===== src/rtl/hc595_display_driver_if.sv =====
`default_nettype none
// +----------------------------------------------------------------------+
// | Module  : hc595_display_driver_if                                    |
// | Brief   : Request bus and board-level pins of the 74HC595 driver.    |
// | Revision: 1.0                                                        |
// +----------------------------------------------------------------------+
interface hc595_display_driver_if #(
   parameter int NUM_DIGITS = 6
);
   logic                    update;
   logic [NUM_DIGITS*4-1:0] digit_val;
   logic [NUM_DIGITS-1:0]   dp_en;
   logic [NUM_DIGITS-1:0]   blank;
   logic                    busy;
   logic                    done;
   logic                    all_bit_clk;
   logic                    all_nrst;
   logic                    control_data_ser;
   logic                    control_reg_clk;
   logic                    digit_data_ser;

   modport master (
      output update, digit_val, dp_en, blank,
      input  busy, done, all_bit_clk, all_nrst,
             control_data_ser, control_reg_clk, digit_data_ser
   );

   modport slave (
      input  update, digit_val, dp_en, blank,
      output busy, done, all_bit_clk, all_nrst,
             control_data_ser, control_reg_clk, digit_data_ser
   );
endinterface
`default_nettype wire


===== src/rtl/hc595_display_driver.sv =====
`default_nettype none
// +----------------------------------------------------------------------+
// | Module  : hc595_display_driver                                       |
// | Brief   : Encodes digits to 7-seg bytes and clocks them into a       |
// |           shared-SRCLK 74HC595 control + digit register chain.       |
// | Revision: 1.0                                                        |
// +----------------------------------------------------------------------+
module hc595_display_driver #(
   parameter int NUM_DIGITS = 6,
   parameter int CLK_DIV    = 1
) (
   input logic                   clk,
   input logic                   rst,
   hc595_display_driver_if.slave bus
);
   localparam int C_SLOT_W = $clog2(NUM_DIGITS + 1);
   localparam int C_NSLOT  = 1 << C_SLOT_W;
   localparam int C_DIV_W  = (CLK_DIV > 1) ? $clog2(CLK_DIV) : 1;
   localparam logic [C_DIV_W-1:0]  C_DIV_LAST  = C_DIV_W'(CLK_DIV - 1);
   localparam logic [C_SLOT_W-1:0] C_LAST_SLOT = C_SLOT_W'(NUM_DIGITS);

   typedef enum logic [2:0] {
      S_IDLE   = 3'd0,
      S_LOAD   = 3'd1,
      S_BIT_LO = 3'd2,
      S_BIT_HI = 3'd3,
      S_LAT_HI = 3'd4,
      S_LAT_LO = 3'd5,
      S_DONE   = 3'd6
   } state_t;

   state_t                  r_state;
   logic [C_DIV_W-1:0]      r_div;
   logic [2:0]              r_bit;
   logic [C_SLOT_W-1:0]     r_slot;
   logic [NUM_DIGITS*4-1:0] r_frame_val;
   logic [NUM_DIGITS-1:0]   r_frame_dp;
   logic [NUM_DIGITS-1:0]   r_frame_blank;
   logic                    r_pend;
   logic [NUM_DIGITS*4-1:0] r_pend_val;
   logic [NUM_DIGITS-1:0]   r_pend_dp;
   logic [NUM_DIGITS-1:0]   r_pend_blank;
   logic                    r_busy;
   logic                    r_done;
   logic                    r_bit_clk;
   logic                    r_reg_clk;
   logic                    r_nrst;
   logic                    r_ctrl_ser;
   logic                    r_data_ser;

   logic [7:0]              w_ctrl_byte [C_NSLOT];
   logic [7:0]              w_data_byte [C_NSLOT];
   logic [C_SLOT_W-1:0]     w_next_slot;
   logic [2:0]              w_bit_next;
   logic                    w_div_last;

   function automatic logic [6:0] seg_pattern(input logic [3:0] v);
      case (v)
         4'h0:    seg_pattern = 7'h3F;
         4'h1:    seg_pattern = 7'h06;
         4'h2:    seg_pattern = 7'h5B;
         4'h3:    seg_pattern = 7'h4F;
         4'h4:    seg_pattern = 7'h66;
         4'h5:    seg_pattern = 7'h6D;
         4'h6:    seg_pattern = 7'h7D;
         4'h7:    seg_pattern = 7'h07;
         4'h8:    seg_pattern = 7'h7F;
         4'h9:    seg_pattern = 7'h6F;
         4'hA:    seg_pattern = 7'h77;
         4'hB:    seg_pattern = 7'h7C;
         4'hC:    seg_pattern = 7'h39;
         4'hD:    seg_pattern = 7'h5E;
         4'hE:    seg_pattern = 7'h79;
         default: seg_pattern = 7'h71;
      endcase
   endfunction

   // Slot table padded to a power of two; the padding entries act as clear slots.
   generate
      for (genvar i = 0; i < C_NSLOT; i++) begin : g_slot
         if (i < NUM_DIGITS) begin : g_digit
            assign w_ctrl_byte[i] = 8'h80 >> i;
            assign w_data_byte[i] = ~{r_frame_dp[i],
                                      r_frame_blank[i] ? 7'h00 : seg_pattern(r_frame_val[i*4 +: 4])};
         end else begin : g_clear
            assign w_ctrl_byte[i] = 8'h00;
            assign w_data_byte[i] = 8'hFF;
         end
      end
   endgenerate

   assign w_next_slot = r_slot + C_SLOT_W'(1);
   assign w_bit_next  = r_bit + 3'd1;
   assign w_div_last  = (r_div == C_DIV_LAST);

   always_ff @(posedge clk) begin
      if (rst) begin
         r_state       <= S_IDLE;
         r_div         <= '0;
         r_bit         <= '0;
         r_slot        <= '0;
         r_frame_val   <= '0;
         r_frame_dp    <= '0;
         r_frame_blank <= '0;
         r_pend        <= 1'b0;
         r_pend_val    <= '0;
         r_pend_dp     <= '0;
         r_pend_blank  <= '0;
         r_busy        <= 1'b0;
         r_done        <= 1'b0;
         r_bit_clk     <= 1'b0;
         r_reg_clk     <= 1'b0;
         r_nrst        <= 1'b0;
         r_ctrl_ser    <= 1'b0;
         r_data_ser    <= 1'b0;
      end else begin
         r_nrst <= 1'b1;
         r_done <= 1'b0;

         // busy is low in DONE, so a request there is handled by the DONE branch.
         if (bus.update && r_busy) begin
            r_pend       <= 1'b1;
            r_pend_val   <= bus.digit_val;
            r_pend_dp    <= bus.dp_en;
            r_pend_blank <= bus.blank;
         end

         case (r_state)
            S_IDLE: begin
               r_bit_clk  <= 1'b0;
               r_reg_clk  <= 1'b0;
               r_ctrl_ser <= 1'b0;
               r_data_ser <= 1'b0;
               if (bus.update) begin
                  r_frame_val   <= bus.digit_val;
                  r_frame_dp    <= bus.dp_en;
                  r_frame_blank <= bus.blank;
                  r_slot        <= '0;
                  r_busy        <= 1'b1;
                  r_state       <= S_LOAD;
               end
            end
            S_LOAD: begin
               r_div      <= '0;
               r_bit      <= '0;
               r_ctrl_ser <= w_ctrl_byte[r_slot][7];
               r_data_ser <= w_data_byte[r_slot][7];
               r_state    <= S_BIT_LO;
            end
            S_BIT_LO: begin
               if (w_div_last) begin
                  r_div     <= '0;
                  r_bit_clk <= 1'b1;
                  r_state   <= S_BIT_HI;
               end else begin
                  r_div <= r_div + C_DIV_W'(1);
               end
            end
            S_BIT_HI: begin
               if (w_div_last) begin
                  r_div     <= '0;
                  r_bit_clk <= 1'b0;
                  if (r_bit == 3'd7) begin
                     r_reg_clk <= 1'b1;
                     r_state   <= S_LAT_HI;
                  end else begin
                     r_bit      <= w_bit_next;
                     r_ctrl_ser <= w_ctrl_byte[r_slot][3'd7 - w_bit_next];
                     r_data_ser <= w_data_byte[r_slot][3'd7 - w_bit_next];
                     r_state    <= S_BIT_LO;
                  end
               end else begin
                  r_div <= r_div + C_DIV_W'(1);
               end
            end
            S_LAT_HI: begin
               if (w_div_last) begin
                  r_div     <= '0;
                  r_reg_clk <= 1'b0;
                  r_state   <= S_LAT_LO;
               end else begin
                  r_div <= r_div + C_DIV_W'(1);
               end
            end
            S_LAT_LO: begin
               if (w_div_last) begin
                  r_div <= '0;
                  if (r_slot == C_LAST_SLOT) begin
                     r_busy     <= 1'b0;
                     r_done     <= 1'b1;
                     r_ctrl_ser <= 1'b0;
                     r_data_ser <= 1'b0;
                     r_state    <= S_DONE;
                  end else begin
                     r_slot     <= w_next_slot;
                     r_bit      <= '0;
                     r_ctrl_ser <= w_ctrl_byte[w_next_slot][7];
                     r_data_ser <= w_data_byte[w_next_slot][7];
                     r_state    <= S_BIT_LO;
                  end
               end else begin
                  r_div <= r_div + C_DIV_W'(1);
               end
            end
            S_DONE: begin
               if (bus.update || r_pend) begin
                  // A request arriving this very cycle is newer than the buffer.
                  r_frame_val   <= bus.update ? bus.digit_val : r_pend_val;
                  r_frame_dp    <= bus.update ? bus.dp_en     : r_pend_dp;
                  r_frame_blank <= bus.update ? bus.blank     : r_pend_blank;
                  r_pend        <= 1'b0;
                  r_slot        <= '0;
                  r_busy        <= 1'b1;
                  r_state       <= S_LOAD;
               end else begin
                  r_state <= S_IDLE;
               end
            end
            default: r_state <= S_IDLE;
         endcase
      end
   end

   assign bus.busy             = r_busy;
   assign bus.done             = r_done;
   assign bus.all_bit_clk      = r_bit_clk;
   assign bus.all_nrst         = r_nrst;
   assign bus.control_data_ser = r_ctrl_ser;
   assign bus.control_reg_clk  = r_reg_clk;
   assign bus.digit_data_ser   = r_data_ser;
endmodule
`default_nettype wire


===== src/flat_wrapper.sv =====
// flat-port wrapper written by rule: the top's interface ports become plain ports
module hc595_display_driver_flat 
#(
   parameter int NUM_DIGITS = 6,
   parameter int CLK_DIV    = 1
)
  (clk, rst, bus_update, bus_digit_val, bus_dp_en, bus_blank, bus_busy, bus_done, bus_all_bit_clk, bus_all_nrst, bus_control_data_ser, bus_control_reg_clk, bus_digit_data_ser);
  hc595_display_driver_if #(.NUM_DIGITS(NUM_DIGITS)) bus_i ();
  input logic clk;
  input logic rst;
  input wire logic [$bits(bus_i.update)-1:0] bus_update;
  input wire logic [$bits(bus_i.digit_val)-1:0] bus_digit_val;
  input wire logic [$bits(bus_i.dp_en)-1:0] bus_dp_en;
  input wire logic [$bits(bus_i.blank)-1:0] bus_blank;
  output wire logic [$bits(bus_i.busy)-1:0] bus_busy;
  output wire logic [$bits(bus_i.done)-1:0] bus_done;
  output wire logic [$bits(bus_i.all_bit_clk)-1:0] bus_all_bit_clk;
  output wire logic [$bits(bus_i.all_nrst)-1:0] bus_all_nrst;
  output wire logic [$bits(bus_i.control_data_ser)-1:0] bus_control_data_ser;
  output wire logic [$bits(bus_i.control_reg_clk)-1:0] bus_control_reg_clk;
  output wire logic [$bits(bus_i.digit_data_ser)-1:0] bus_digit_data_ser;
  assign bus_i.update = bus_update;
  assign bus_i.digit_val = bus_digit_val;
  assign bus_i.dp_en = bus_dp_en;
  assign bus_i.blank = bus_blank;
  assign bus_busy = bus_i.busy;
  assign bus_done = bus_i.done;
  assign bus_all_bit_clk = bus_i.all_bit_clk;
  assign bus_all_nrst = bus_i.all_nrst;
  assign bus_control_data_ser = bus_i.control_data_ser;
  assign bus_control_reg_clk = bus_i.control_reg_clk;
  assign bus_digit_data_ser = bus_i.digit_data_ser;
  hc595_display_driver #(.NUM_DIGITS(NUM_DIGITS), .CLK_DIV(CLK_DIV)) u_core (.clk(clk), .rst(rst), .bus(bus_i));
endmodule

===== config.mk =====
export PLATFORM = sky130hd
export DESIGN_NAME = hc595_display_driver_flat
export DESIGN_NICKNAME = d
export VERILOG_FILES = /design/src/rtl/hc595_display_driver_if.sv /design/src/rtl/hc595_display_driver.sv /design/src/flat_wrapper.sv
export SDC_FILE = /design/constraint.sdc
export NUM_CORES = 1
export LEC_CHECK = 0
export ABC_AREA = 1
export CAP_MARGIN = 20
export CORE_AREA = 2 2 111 113
export DETAILED_ROUTE_END_ITERATION = 10
export DIE_AREA = 0 0 113 115
export PLACE_DENSITY_LB_ADDON = 0.15
export SLEW_MARGIN = 20
export SYNTH_ARGS = -nofsm -noshare
export SYNTH_HDL_FRONTEND = slang
export SYNTH_SLANG_ARGS = --single-unit

===== constraint.sdc =====
create_clock -name clk -period 3.4 [get_ports clk]
set_input_delay 0.51 -clock clk [delete_from_list [all_inputs] [get_ports clk]]
set_output_delay 0.51 -clock clk [all_outputs]
set_load 0.005 [all_outputs]

==> out/qor.csv <==
stage;metric;value;unit
clocking;# Post-CTS Setup Buffers;0;
synthesis;Unique masters post-synth;37;
pwr;VDD IR-drop max;308;uV
pwr;share of power burned in registers;41.3;%
worst_setup_path;Critical Path RT;3.71;ns
pwr;P_int;0.00313;W
synthesis;top_reg_cell synth;dfxtp_1;
worst_setup_path;CP max FO;16;
timing;Worst-Margin Slew;0.610;ns
layout;NumNets Final;1101;
synthesis;synth top area cells;dfxtp_1 (37%), nand2_1 (11%), ha_1 (8.9%), nor2_1 (6.2%), o21ai_0 (6.2%);
placed_design;GP Congestion;0.908;
worst_setup_path;Worst setup EP type;register;
synthesis;synth warn;0;
timing;Fmax achieved;349;MHz
synthesis;Post-synth EDFFs;0;
clocking;H-tree depth;4;
global_routing;Overall Global Routing Usage;26.5;%
pwr;Comb pwr share;23.1;%
timing;final setup vio count;0;
timing;final period utilization;84.4;%
synthesis;synth cell count leaders;nand2_1 (198), dfxtp_1 (131), nor2_1 (115), inv_1 (107), o21ai_0 (86);
synthesis;most common cell in the synthesized netlist;nand2_1;
timing;relative slew slack;59.3;%
clocking;clk sinks;131;
layout;fin util;68.1;%
global_routing;first-pass GRT wire length;27.2;mm
route;DRC;2;
synthesis;Post-Syn Nets;1062;
clocking;Clock Path Buffers;2;
run;Max-Cap Viols;0;
pwr;LEAKAGE;3.75;nW
pwr;Net Sw Frac;30.8;%
floorplanning;Die Area;0.0130;sq mm
layout;fin cells;1172;
status;status;finished, violations left;
worst_hold_path;Hold Path Class;register to register;
timing;setup TNS;0;ns
route;routed vias;6196;
floorplanning;Core Area;0.0118;sq mm
placed_design;Buffers on Ports;45;
global_routing;pin count of the biggest net entering global routing;33;
clocking;later-pin clock latency in the skew report;0.43;ns
pwr;Clk pwr share;35.6;%
route;TritonRoute pass-1 iters;8;
floorplanning;number of top-level pins;46;
pwr;Power per Cell Area;563;mW/mm^2
route;vias per cell;5.29;
route;WL/cell;13.6;um
synthesis;Seq/Total Area, Yosys;37.5;%
synthesis;asr flop ratio synth;0;%
worst_setup_path;critical path's slowest cell;dfxtp_1;
route;WL final;16.0;mm
layout;synthesis-to-layout area growth;15.0;%
timing;minimum clock period;2.87;ns
worst_setup_path;Setup Crit Path Kind;register to register;
floorplanning;Die H;115;um
pwr;net switching power;0.00139;W
timing;Worst Skew;0.0112;ns
clocking;hold_buf cts;0;
placed_design;dpl ws;0.297;ns
worst_setup_path;Critical Path Source Type;register;
timing;Hold Worst Slack;0.444;ns
timing;fin. max-slew vios;0;
floorplanning;Die Wd;113;um
clocking;Root Driver;clkbuf_16;
worst_setup_path;CP max stage delay;0.42;ns
worst_setup_path;CP cell instances;nand2_1 -> nor2_2 -> o21ai_2 -> a31oi_4 -> buf_4 -> o21ai_0 -> nor2_1 -> inv_1 -> ha_1 -> o21ai_0 -> nand2_1;
synthesis;Synth Cell Area;0.00699;sq mm
clocking;Resized cells post-CTS;0;
synthesis;Synth Instances;973;
synthesis;Synth top area share;37.5;%
worst_setup_path;data arrival time of the worst path;3.18;ns
timing;final worst slack;0.531;ns
synthesis;register bit total from synthesis;131;
layout;diode count;0;
global_routing;initial antenna violation count;0;
global_routing;vias in the first global route;5754;
timing;Final Hold Viols;0;
layout;fillers;1046;
floorplanning;Rows;40;
placed_design;DP Wirelength;11.5;mm
floorplanning;Initial Utilization;59.2;%
layout;fraction of layout cells with a size suffix above 1;9.07;%
timing;RSZ-0062 raised after global routing;no;
clocking;CTS buffer count;17;
synthesis;post-synth top area cell;dfxtp_1;
route;First DRT Iteration DRCs;395;
status;failing checks;design-rule violations;
synthesis;Mean Syn Cell Area;7.19;sq um
global_routing;Remaining Overflow, GRT;0;
placed_design;DP Cell Count;1140;
clocking;CTS tree;built;
clocking;Worst-path clk slew;0.05;ns
route;Antenna Violating Nets Remaining;0;
[path summary, 6_finish.rpt]
check	slack (ns)	cells after the start	startpoint	endpoint
worst max-delay path	0.53	11	u_core.r_state[2]$_SDFFE_PP0N_	register
worst min-delay path	0.44	2	u_core.r_pend_val[3]$_SDFFE_PP0P_	u_core.r_pend_val[3]$_SDFFE_PP0P_
worst max register to register	0.53	11	u_core.r_state[2]$_SDFFE_PP0N_	register
worst min register to register	0.44	2	u_core.r_pend_val[3]$_SDFFE_PP0P_	u_core.r_pend_val[3]$_SDFFE_PP0P_
[layout by cell type, fill, tap and decap left out, drive strengths merged, types with 8 or more instances in the layout]
| cell | count |
|---|---|
| o21ai | 119 |
| nor2 | 122 |
| clkdlybuf4s50 | 45 |
| a31oi | 8 |
| buf | 19 |
| mux2i | 8 |
| nand3 | 86 |
| ha | 50 |
| nand2 | 205 |
| a21oi | 34 |
| clkbuf | 23 |
| dfxtp | 131 |
| inv | 113 |
| or2 | 13 |
| a211oi | 14 |
| o211ai | 17 |
[critical path: cells and delay by family (launching register included)]
family	cells	cell delay, ns
simple gates	4	0.86
flops	1	0.42
fa+ha+maj	1	0.32
buf+inv	2	0.43
compound gates	4	0.72
[kinds of logic after synthesis]
logic type / Yosys count / share of synthesized area (%)
mux: 8 / 1.14
compound gates: 195 / 15.8
xor+xnor: 1 / 0.125
buf+inv: 158 / 9.75
fa+ha+maj: 50 / 8.94
flops: 131 / 37.5
simple gates: 430 / 26.7
[stage by stage]
step | instance area, sq um | power, W
after CTS | 8040 | 0.00455
after detailed placement | 7520 | 0.00294
after global routing | 8040 | 0.00482
final | 8040 | 0.00453
after floorplan | 6990 | 0.00267
after global placement | 7520 | 0.00293
[layout make-up]
type                            count  area [sq um]  area share, %
Multi-Input combinational cell    684          3690           45.9
Tap cell                          147           184           2.29
Clock buffer                       23           468           5.82
Inverter                          114           428           5.32
Timing Repair Buffer               64           593           7.37
Clock inverter                      9          57.6          0.716
Sequential cell                   131          2620           32.6
[power groups by stage]
stage / Combinational (W) / Sequential, W / Clock [W]
finish: 0.00104 / 0.00187 / 0.00161
global route: 0.00121 / 0.00189 / 0.00171
CTS: 0.00104 / 0.00187 / 0.00163
detailed placement: 0.00103 / 0.00191 / 0
global placement: 0.00102 / 0.00190 / 0
floorplan: 0.000802 / 0.00187 / 0
[metal layers]
layer	global-route usage [%]	share of wire [%]
met5	0	0
met3	5.75	4.4
met4	11.5	2.8
met2	45.9	49
met1	32.0	44
(Power assumes the default switching activity.)
